`src/rtl/klotski_pkg.sv`:
```
// Shared types for the klotski step sequencer: FSM states, step-program entry
// layout and the default 4x4 solving program.
package klotski_pkg;

  localparam int MAX_STEP  = 64;
  localparam int DEF_NSTEP = 25;

  typedef enum logic [2:0] {
    ST_IDLE,
    ST_LOAD,
    ST_ISSUE,
    ST_WAIT,
    ST_CHECK,
    ST_DONE,
    ST_ERR
  } state_t;

  // Fields are sized for boards up to 16x16; the sequencer uses the low CW bits.
  typedef struct packed {
    logic [7:0] number;
    logic [7:0] target;
    logic       flag_next;
    logic       skip_en;
    logic [7:0] c0;
    logic [7:0] v0;
    logic [7:0] c1;
    logic [7:0] v1;
    logic [6:0] skip_to;
  } step_t;

  typedef step_t [0:MAX_STEP-1] prog_t;

  function automatic prog_t build_default_prog();
    prog_t p;
    p = '0;
    for (int i = 0; i < DEF_NSTEP; i++) begin
      p[i].number    = 8'((i % 15) + 1);
      p[i].target    = 8'(i % 16);
      p[i].flag_next = 1'(i % 2);
    end
    p[8].number  = 8'd5;
    p[8].target  = 8'd4;
    // Once tiles 3 and 4 sit home after step 2, steps 3..7 are redundant.
    p[2].skip_en = 1'b1;
    p[2].c0      = 8'd2;
    p[2].v0      = 8'd3;
    p[2].c1      = 8'd3;
    p[2].v1      = 8'd4;
    p[2].skip_to = 7'd8;
    return p;
  endfunction

  localparam prog_t DEFAULT_PROG = build_default_prog();

endpackage

```
`src/rtl/klotski_step_rom.sv`:
```
// Combinational step-program lookup; entries at or beyond NSTEP read as zero.
module klotski_step_rom
  import klotski_pkg::*;
#(
  parameter int NSTEP = 25
) (
  input  logic [5:0] i_idx,
  output step_t      o_entry
);

  always_comb begin
    o_entry = '0;
    if (int'(i_idx) < NSTEP) begin
      o_entry = DEFAULT_PROG[i_idx];
    end
  end

endmodule

```
`src/rtl/klotski_step_sequencer.sv`:
```
// Walks the step program, handing one move at a time to an external worker,
// latching its board/mask result and applying per-step skip rules.
module klotski_step_sequencer
  import klotski_pkg::*;
#(
  parameter int N     = 4,
  parameter int CW    = $clog2(N*N),
  parameter int NSTEP = 25,
  parameter int TMO_W = 20
) (
  input  logic              i_clk,
  input  logic              i_rst_n,
  input  logic              i_start,
  input  logic              i_abort,
  input  logic [N*N*CW-1:0] i_klotski,
  output logic              o_wk_start,
  output logic              o_wk_abort,
  output logic [CW-1:0]     o_wk_number,
  output logic [CW-1:0]     o_wk_target,
  output logic              o_wk_flag,
  output logic [N*N*CW-1:0] o_wk_klotski,
  output logic [N*N-1:0]    o_wk_mask,
  input  logic              i_wk_done,
  input  logic [N*N*CW-1:0] i_wk_klotski,
  input  logic [N*N-1:0]    i_wk_mask,
  output logic              o_busy,
  output logic [5:0]        o_step,
  output logic              o_finished,
  output logic              o_error
);

  localparam int NC = N*N;
  localparam int BW = NC*CW;
  localparam logic [TMO_W-1:0] TMO_LAST = {{(TMO_W-1){1'b1}}, 1'b0};

  state_t           state_q;
  logic [BW-1:0]    board_q;
  logic [NC-1:0]    mask_q;
  logic [5:0]       step_q;
  logic [TMO_W-1:0] tmo_q;
  logic             wk_start_q;
  logic             wk_abort_q;
  logic [CW-1:0]    wk_number_q;
  logic [CW-1:0]    wk_target_q;
  logic             wk_flag_q;
  logic             finished_q;
  logic             error_q;

  step_t      cur_entry;
  step_t      nxt_entry;
  logic       skip_hit;
  logic [6:0] step_d;
  logic       flag_d;
  logic [5:0] nxt_idx;
  logic       unused_bits;

  // Two lookups: one judges the finished step, one prepares the next issue.
  klotski_step_rom #(.NSTEP(NSTEP)) u_rom_cur (
    .i_idx   (step_q),
    .o_entry (cur_entry)
  );

  klotski_step_rom #(.NSTEP(NSTEP)) u_rom_nxt (
    .i_idx   (nxt_idx),
    .o_entry (nxt_entry)
  );

  function automatic logic [CW-1:0] cell_at(input logic [BW-1:0] b, input logic [7:0] idx);
    logic [BW-1:0] sh;
    sh = b >> (32'(idx) * CW);
    return sh[CW-1:0];
  endfunction

  always_comb begin
    skip_hit = cur_entry.skip_en
            && (cell_at(board_q, cur_entry.c0) == cur_entry.v0[CW-1:0])
            && (cell_at(board_q, cur_entry.c1) == cur_entry.v1[CW-1:0]);
    step_d   = skip_hit ? cur_entry.skip_to : 7'(step_q) + 7'd1;
    flag_d   = skip_hit | cur_entry.flag_next;
    nxt_idx  = (state_q == ST_CHECK) ? step_d[5:0] : 6'd0;
  end

  assign unused_bits = ^{cur_entry, nxt_entry};

  always_ff @(posedge i_clk or negedge i_rst_n) begin
    if (!i_rst_n) begin
      state_q     <= ST_IDLE;
      board_q     <= '0;
      mask_q      <= '0;
      step_q      <= '0;
      tmo_q       <= '0;
      wk_start_q  <= 1'b0;
      wk_abort_q  <= 1'b0;
      wk_number_q <= '0;
      wk_target_q <= '0;
      wk_flag_q   <= 1'b0;
      finished_q  <= 1'b0;
      error_q     <= 1'b0;
    end else begin
      wk_start_q <= 1'b0;
      wk_abort_q <= 1'b0;
      finished_q <= 1'b0;
      if (i_abort && state_q != ST_IDLE) begin
        // Abort beats a same-cycle worker result; only a live worker is told.
        state_q    <= ST_IDLE;
        wk_abort_q <= (state_q == ST_WAIT);
        tmo_q      <= '0;
      end else begin
        unique case (state_q)
          ST_IDLE, ST_ERR: begin
            if (i_start) begin
              error_q <= 1'b0;
              state_q <= ST_LOAD;
            end
          end
          ST_LOAD: begin
            board_q     <= i_klotski;
            mask_q      <= '0;
            step_q      <= '0;
            tmo_q       <= '0;
            wk_start_q  <= 1'b1;
            wk_number_q <= nxt_entry.number[CW-1:0];
            wk_target_q <= nxt_entry.target[CW-1:0];
            wk_flag_q   <= 1'b0;
            state_q     <= ST_ISSUE;
          end
          ST_ISSUE: begin
            state_q <= ST_WAIT;
          end
          ST_WAIT: begin
            if (i_wk_done) begin
              board_q <= i_wk_klotski;
              mask_q  <= i_wk_mask;
              tmo_q   <= '0;
              state_q <= ST_CHECK;
            end else if (tmo_q == TMO_LAST) begin
              tmo_q      <= tmo_q + TMO_W'(1);
              error_q    <= 1'b1;
              wk_abort_q <= 1'b1;
              state_q    <= ST_ERR;
            end else begin
              tmo_q <= tmo_q + TMO_W'(1);
            end
          end
          ST_CHECK: begin
            if (skip_hit) begin
              mask_q <= mask_q | (NC'(1) << cur_entry.c0) | (NC'(1) << cur_entry.c1);
            end
            step_q <= step_d[5:0];
            if (step_d >= 7'(NSTEP)) begin
              finished_q <= 1'b1;
              state_q    <= ST_DONE;
            end else begin
              wk_start_q  <= 1'b1;
              wk_number_q <= nxt_entry.number[CW-1:0];
              wk_target_q <= nxt_entry.target[CW-1:0];
              wk_flag_q   <= flag_d;
              state_q     <= ST_ISSUE;
            end
          end
          ST_DONE: begin
            state_q <= ST_IDLE;
          end
          default: begin
            state_q <= ST_IDLE;
          end
        endcase
      end
    end
  end

  assign o_wk_start   = wk_start_q;
  assign o_wk_abort   = wk_abort_q;
  assign o_wk_number  = wk_number_q;
  assign o_wk_target  = wk_target_q;
  assign o_wk_flag    = wk_flag_q;
  assign o_wk_klotski = board_q;
  assign o_wk_mask    = mask_q;
  assign o_step       = step_q;
  assign o_finished   = finished_q;
  assign o_error      = error_q;
  assign o_busy       = (state_q == ST_LOAD) || (state_q == ST_ISSUE) ||
                        (state_q == ST_WAIT) || (state_q == ST_CHECK);

endmodule

```
`config.mk`:
```
export PLATFORM = sky130hd
export DESIGN_NAME = klotski_step_sequencer
export DESIGN_NICKNAME = d
export VERILOG_FILES = /design/src/rtl/klotski_pkg.sv /design/src/rtl/klotski_step_rom.sv /design/src/rtl/klotski_step_sequencer.sv
export SDC_FILE = /design/constraint.sdc
export NUM_CORES = 1
export LEC_CHECK = 0
export CELL_PAD_IN_SITES_DETAIL_PLACEMENT = 0
export CELL_PAD_IN_SITES_GLOBAL_PLACEMENT = 1
export CORE_MARGIN = 2
export CORE_UTILIZATION = 31
export CTS_BUF_LIST = sky130_fd_sc_hd__clkbuf_16
export DETAILED_ROUTE_END_ITERATION = 8
export PLACE_DENSITY = 0.79
export SYNTH_ARGS = -nofsm -noshare
export SYNTH_HDL_FRONTEND = slang
export SYNTH_SLANG_ARGS = --single-unit
export TNS_END_PERCENT = 10
```
`constraint.sdc`:
```
create_clock -name i_clk -period 3.1 [get_ports i_clk]
set_input_delay 0.465 -clock i_clk [delete_from_list [all_inputs] [get_ports i_clk]]
set_output_delay 0.465 -clock i_clk [all_outputs]
set_load 0.02 [all_outputs]
```
* Word-level counts from Yosys, hierarchy flattened
Memories as Yosys holds them, arrays and structs flattened.
Cells that the tools add are included.
** Word-level totals
- Flip-flop bits (word level) :: 122
- ROM bits :: 7296
- Bits of input ports :: 149
- Output and inout port bits :: 100
- Memories kept :: 2
** Memory list
- (no name shown) :: depth 64, width 57, rd ports 1, clocked after memory_dff 0, wr ports 0, RTL line klotski_step_rom.sv:14 : o_entry = DEFAULT_PROG[i_idx];
- (no name shown) :: depth 64, width 57, rd ports 1, clocked after memory_dff 0, wr ports 0, RTL line klotski_step_rom.sv:14
** Operators by class
- Add/sub/neg operators :: 2
- Magnitude comparators :: 5
- Eq/ne operators :: 16
- Shifts and indexed selects :: 4
- Multiplexer cells :: 43
- Bitwise operators :: 6
- Reductions and logical operators :: 20
** Operators by type and width (number)
- $mux 53 :: 3
- $pmux 64 s2 :: 1
- $shr 64x10->4 :: 2
- $mux 41 :: 3
- $mux 64 :: 1
- $pmux 16 s3 :: 1
- $mux 20 :: 2
- $pmux 20 s2 :: 1
- $mux 16 :: 2
- $or 16x16->16 :: 2
- $shl 1x8->16 const A :: 2
- $add 20x1->20 const B :: 1
- $eq 20x20->1 const B :: 1
- $pmux 4 s2 :: 2
- $mux 3 :: 5
- $pmux 3 s5 :: 1
- $ge 7x7->1 const B :: 2
- $not 6->7 :: 2
- $mux 1 :: 13
- $lt 6x5->1 const B :: 2
- $pmux 6 s2 :: 1
- $ne 2x2->1 const B :: 5
- $reduce_bool 3->1 :: 3
- $eq 4x4->1 :: 2
- other kinds (23) :: 36

* Longest topological paths before layout
- Depth after elaboration :: 18
- Gate-level depth with buffers :: 13
- Gate-level depth less buffers :: 11

* By module
A second synthesis with hierarchy kept.
** Second synthesis, totals
- Cells, all modules :: 1130
- Area total of the unflattened synthesis :: 9181.3 µm²
** Modules (own cells, without submodules)
- klotski_step_sequencer :: times used 1, cells each 942, area each 7796.2 µm²
- klotski_step_rom at u_rom_nxt :: times used 1, cells each 95, area each 709.4 µm²
- klotski_step_rom at u_rom_cur :: times used 1, cells each 93, area each 675.6 µm²

* Least setup slack after synthesis
No wires, ideal clock.
- Path type :: register to register
- Start point :: register step_q[0], in the netlist o_step[0]
- End point :: register wk_number_q[2], in the netlist o_wk_number[2]
- Setup time :: 83 ps
- Data arrival time :: 2735 ps
- Required time :: 3017 ps
- Slack :: 282 ps
- Cell stages (with the launch flop) :: 13
- Clock period less this slack :: 2818 ps
- Cell sequence :: dfrtp_1 -> buf_4 -> inv_1 -> ha_1 -> and4_1 -> buf_2 -> nor3_1 -> inv_1 -> ha_1 -> nor4_1 -> a221oi_1 -> a31o_2 -> o21ai_0
** Between the ends
- Longest elaborated chain between the ends :: 18
- Elaborated cells between the ends (all ways) :: 26
** RTL lines
- from (decl) :: RTL line klotski_step_sequencer.sv:39 : logic [5:0] step_q;
- from (signal assigned) :: RTL line klotski_step_sequencer.sv:149 : step_q <= step_d[5:0];
- $not 6->7 (not written as such) :: RTL line klotski_step_rom.sv:14
- $mem_v2 64x57
- $mux 41 (not written as such) (2 in series) :: RTL line klotski_step_rom.sv:14
- $mux 41 :: RTL line klotski_step_rom.sv:13 : if (int'(i_idx) < NSTEP) begin
- $shr 64x10->4 :: RTL line klotski_step_sequencer.sv:70 : sh = b >> (32'(idx) * CW);
- $eq 4x4->1 :: RTL line klotski_step_sequencer.sv:76 : && (cell_at(board_q, cur_entry.c0) == cur_entry.v0[CW-1:0])
- $logic_and 1x1->1 :: RTL line klotski_step_sequencer.sv:76
- $logic_and 1x1->1 :: RTL line klotski_step_sequencer.sv:77 : && (cell_at(board_q, cur_entry.c1) == cur_entry.v1[CW-1:0]);
- $mux 7 * :: RTL line klotski_step_sequencer.sv:78 : step_d = skip_hit ? cur_entry.skip_to : 7'(step_q) + 7'd1;
- $mux 6 * :: RTL line klotski_step_sequencer.sv:80 : nxt_idx = (state_q == ST_CHECK) ? step_d[5:0] : 6'd0;
- named net nxt_idx[0] :: RTL line klotski_step_sequencer.sv:54 : logic [5:0] nxt_idx;
- $not 6->7 (not written as such) :: RTL line klotski_step_rom.sv:14
- $mem_v2 64x57
- $mux 53 (not written as such) (2 in series) :: RTL line klotski_step_rom.sv:14
- $mux 53 * :: RTL line klotski_step_rom.sv:13
- $mux 4 :: RTL line klotski_step_sequencer.sv:150 : if (step_d >= 7'(NSTEP)) begin
- $pmux 4 s2 * :: RTL line klotski_step_sequencer.sv:109 : unique case (state_q)
- to (signal assigned) :: RTL line klotski_step_sequencer.sv:122 : wk_number_q <= nxt_entry.number[CW-1:0];
- to (signal assigned) :: RTL line klotski_step_sequencer.sv:155 : wk_number_q <= nxt_entry.number[CW-1:0];
- to (decl) :: RTL line klotski_step_sequencer.sv:43 : logic [CW-1:0] wk_number_q;
Mark *: on every way through the listed nets, which the timed path passes. The rest lies on a longest branch. The select of a mux whose other input is x is not followed.
A chain may end at the register's enable or synchronous reset.

* Worst setup path in the final report
- Start point :: register board_q[13], in the netlist o_wk_klotski[13]
- End point :: register wk_number_q[2], in the netlist o_wk_number[2]
** Between the ends
- Longest elaborated chain between the ends :: 13
- Elaborated cells between the ends (all ways) :: 19
** RTL lines
- from (decl) :: RTL line klotski_step_sequencer.sv:37 : logic [BW-1:0] board_q;
- from (signal assigned) :: RTL line klotski_step_sequencer.sv:117 : board_q <= i_klotski;
- from (signal assigned) :: RTL line klotski_step_sequencer.sv:132 : board_q <= i_wk_klotski;
- $shr 64x10->4 :: RTL line klotski_step_sequencer.sv:70
- $eq 4x4->1 :: RTL line klotski_step_sequencer.sv:76
- $logic_and 1x1->1 :: RTL line klotski_step_sequencer.sv:76
- $logic_and 1x1->1 * :: RTL line klotski_step_sequencer.sv:77
- $mux 7 * :: RTL line klotski_step_sequencer.sv:78
- $mux 6 :: RTL line klotski_step_sequencer.sv:80
- $not 6->7 (not written as such) :: RTL line klotski_step_rom.sv:14
- $mem_v2 64x57
- $mux 53 (not written as such) (2 in series) :: RTL line klotski_step_rom.sv:14
- $mux 53 :: RTL line klotski_step_rom.sv:13
- $mux 4 :: RTL line klotski_step_sequencer.sv:150
- $pmux 4 s2 :: RTL line klotski_step_sequencer.sv:109
Every way passes the cells marked *; elsewhere a longest branch is shown, timed or not. The select of a mux whose other input is x is not followed.

==> results.json <==
{
  "clock_power_share_pct": 24.9,
  "syn_nets": 880,
  "syn_to_final_growth_pct": 56.6,
  "synth_seq_area_share_pct": 49.6,
  "rsz0062_at_grt": "false",
  "cts_setup_buffers": 0,
  "drv_cap": 0,
  "io_buffers": 248,
  "drive_gt1_share_pct": 7.95,
  "worst_pin_slew_ns": 0.775,
  "core_area_um2": 19500,
  "end_kind": "flop",
  "fin_cells": 1246,
  "r2r_cells": 10,
  "clkSlewWorstSetupHoldPaths_ns": 0.06,
  "seq_power_share_pct": 30.5,
  "grt_pass1_vias": 5819,
  "drc": 0,
  "syn_area_um2": 6150,
  "grt_pass1_wl_um": 30500,
  "synth_cell_types": 54,
  "diodes": 0,
  "skew_ns": 0.00652,
  "outcome": "complete, no violations",
  "setup_violations": 0,
  "max-vdd-ir-drop_mv": 0.375,
  "postSynth.asyncResetShare_pct": 100,
  "clock_latency_ns": 0.42,
  "grt_use_total_pct": 18.7,
  "synth-edff-count": 0,
  "clock_path_buffers": 2,
  "rows": 51,
  "power_mw": 7.79,
  "required_ns": 3.43,
  "viasPerCell": 4.95,
  "nets": 1127,
  "path_class": "reg2reg",
  "vias": 6170,
  "dp_hpwl_um": 14200,
  "hold_viol_final": 0,
  "finalMaxSlewViolations": 0,
  "grt_max_degree": 79,
  "initial_utilization_pct": 31.6,
  "layout_common_cells": "247 x clkdlybuf4s50_1, 164 x nand2_1, 122 x dfrtp_1",
  "period_minus_slack_ns": 2.75,
  "reg2reg_to": "o_wk_number[2]",
  "placedCellCount": 1214,
  "antenna_found_initial": 0,
  "p_comb_share_pct": 44.5,
  "avgSynthCellArea_um2": 8.53,
  "hold_path.class": "in2async",
  "dr.pass1.iters": 4,
  "hold_buffers": 0,
  "htree_num_levels": 4,
  "clock-sinks": 122,
  "synth_seq_cells": 122,
  "final_common_cell": "clkdlybuf4s50_1",
  "leakage_nw": 4.00,
  "worstReg2RegStart": "o_wk_klotski[13]",
  "ctsRootBufferMaster": "clkbuf_16",
  "die_w_um": 145,
  "grt_overflow_total": 0,
  "crit_arrival_ns": 3.09,
  "ant_nets": 0,
  "wirelength_um": 19800,
  "max-slew-margin-rel_pct": 48.4,
  "ys.flop_type": "dfrtp_1",
  "wl_per_cell_um": 15.9,
  "fin_hold_ws_ns": 0.0863,
  "place.gp.congestion": 0.864,
  "io_pins": 249,
  "p_int_mw": 4.88,
  "numCtsBuffers": 17,
  "power.density_nw_per_um2": 809,
  "switching_power_mw": 2.91,
  "die_h_um": 145,
  "ctsResizeCount": 0,
  "cp-start-kind": "flop",
  "cts_tree": "built",
  "post-route-period-util_pct": 88.9,
  "r2r_slack_ns": 0.35,
  "worstPathMaxFanout": 10,
  "critical_path.startpoint": "o_wk_klotski[13]",
  "detailedRoute.firstIterationViolations": 321,
  "dieArea_um2": 21000,
  "synthCells": 721,
  "yosysWarningCount": 0,
  "clock.fmax_mhz": 363,
  "tns_ns": 0,
  "switching_share_pct": 37.4
}
-- sequential cells by signal, summed over array words and instances (netlist names) --
signal	count
o_wk_start	1
o_wk_klotski	64
o_wk_flag	1
o_wk_abort	1
o_wk_target	4
o_wk_mask	16
o_step	6
tmo_q	20
o_wk_number	4
o_finished	1
o_error	1
state_q	3
-- worst max path at each step --
| stage | slack (ns) | depth (start not counted) | to |
|---|---|---|---|
| floorplan | 0.28 | 12 | o_wk_number[2] |
| global placement | 0.39 | 9 | o_wk_number[2] |
| detailed placement | 0.33 | 10 | o_wk_number[2] |
| CTS | 0.31 | 10 | o_wk_number[2] |
| global route | 0.06 | 10 | o_wk_number[2] |
| finish | 0.35 | 10 | o_wk_number[2] |
-- cell type report --
class	count	area [µm²]
timing repair buffer	278	2770
multi-input combinational	534	2850
clock inverter	15	151
fill	1893	9830
inverter	15	56.3
sequential	122	3050
tap	265	332
clock buffer	17	425
-- cells in the mapped netlist, types with 2 or more instances --
| library cell | n | area [µm²] |
|---|---|---|
| a211o_1 | 2 | 17.5 |
| a211oi_1 | 3 | 22.5 |
| a21oi_1 | 21 | 105 |
| a22o_1 | 19 | 166 |
| a22oi_1 | 2 | 15.0 |
| a31o_2 | 2 | 17.5 |
| a31oi_1 | 73 | 457 |
| and2_1 | 2 | 12.5 |
| and3_1 | 3 | 18.8 |
| and4_1 | 2 | 17.5 |
| buf_1 | 5 | 18.8 |
| buf_2 | 2 | 10.0 |
| buf_6 | 2 | 22.5 |
| clkbuf_1 | 40 | 150 |
| dfrtp_1 | 122 | 3050 |
| ha_1 | 10 | 125 |
| inv_1 | 14 | 52.6 |
| mux2_2 | 3 | 33.8 |
| mux2i_1 | 2 | 20.0 |
| nand2_1 | 165 | 619 |
| nand2b_1 | 2 | 12.5 |
| nand3_1 | 9 | 45.0 |
| nand3b_1 | 3 | 22.5 |
| nand4_1 | 11 | 68.8 |
| nor2_1 | 89 | 334 |
| nor2b_1 | 2 | 12.5 |
| nor3_1 | 15 | 75.1 |
| nor4_1 | 4 | 25.0 |
| o211ai_1 | 2 | 15.0 |
| o21ai_0 | 50 | 250 |
| o31ai_1 | 6 | 45.0 |
| or2_2 | 2 | 12.5 |
| or3_1 | 5 | 31.3 |
| xnor2_1 | 5 | 43.8 |
| xor2_1 | 3 | 26.3 |
-- power by group through the flow --
stage	clock [mW]	sequential [mW]	combinational, mW
after floorplan	0	2.98	1.20
after global placement	0	2.38	3.51
after detailed placement	0	2.41	3.49
after CTS	2.00	2.38	3.51
after global routing	2.08	2.45	3.77
final	1.94	2.38	3.47
-- critical path: stages (launching register included) --
cell	delay [ns]
dfrtp_1	0.40
nor4b_1	0.37
buf_4	0.19
and4_1	0.41
nor2_1	0.09
nand2_1	0.14
ha_1	0.29
nor4_1	0.29
a221oi_1	0.08
a31o_2	0.28
o21ai_0	0.13
-- logic make-up after synthesis --
logic type / Yosys count / synth area share [%]
flops: 122 / 49.6
compound gates: 190 / 19.7
buf+inv: 65 / 4.31
xor+xnor: 8 / 1.14
simple gates: 321 / 22.3
mux: 5 / 0.874
fa+ha+maj: 10 / 2.03
-- metal layers --
metal  vias up  routed length [µm]  GRT usage, %
met5         -                   0             0
met2       199                9220          29.8
li1       3039                   -             -
met4         0                 367          6.59
met1      2904                8790          24.5
met3        28                1410          4.97
-- metrics by stage --
stage,cell area (µm²),worst slack [ns],utilization (%)
2_1_floorplan,6150,0.282,-
3_3_place_gp,9060,0.387,46.5
3_5_place_dp,9060,0.331,46.5
4_1_cts,9630,0.312,49.5
5_1_grt,9630,0.0610,49.5
6_report,9630,0.345,49.5
Note: power is estimated with default switching activity, not from simulation.
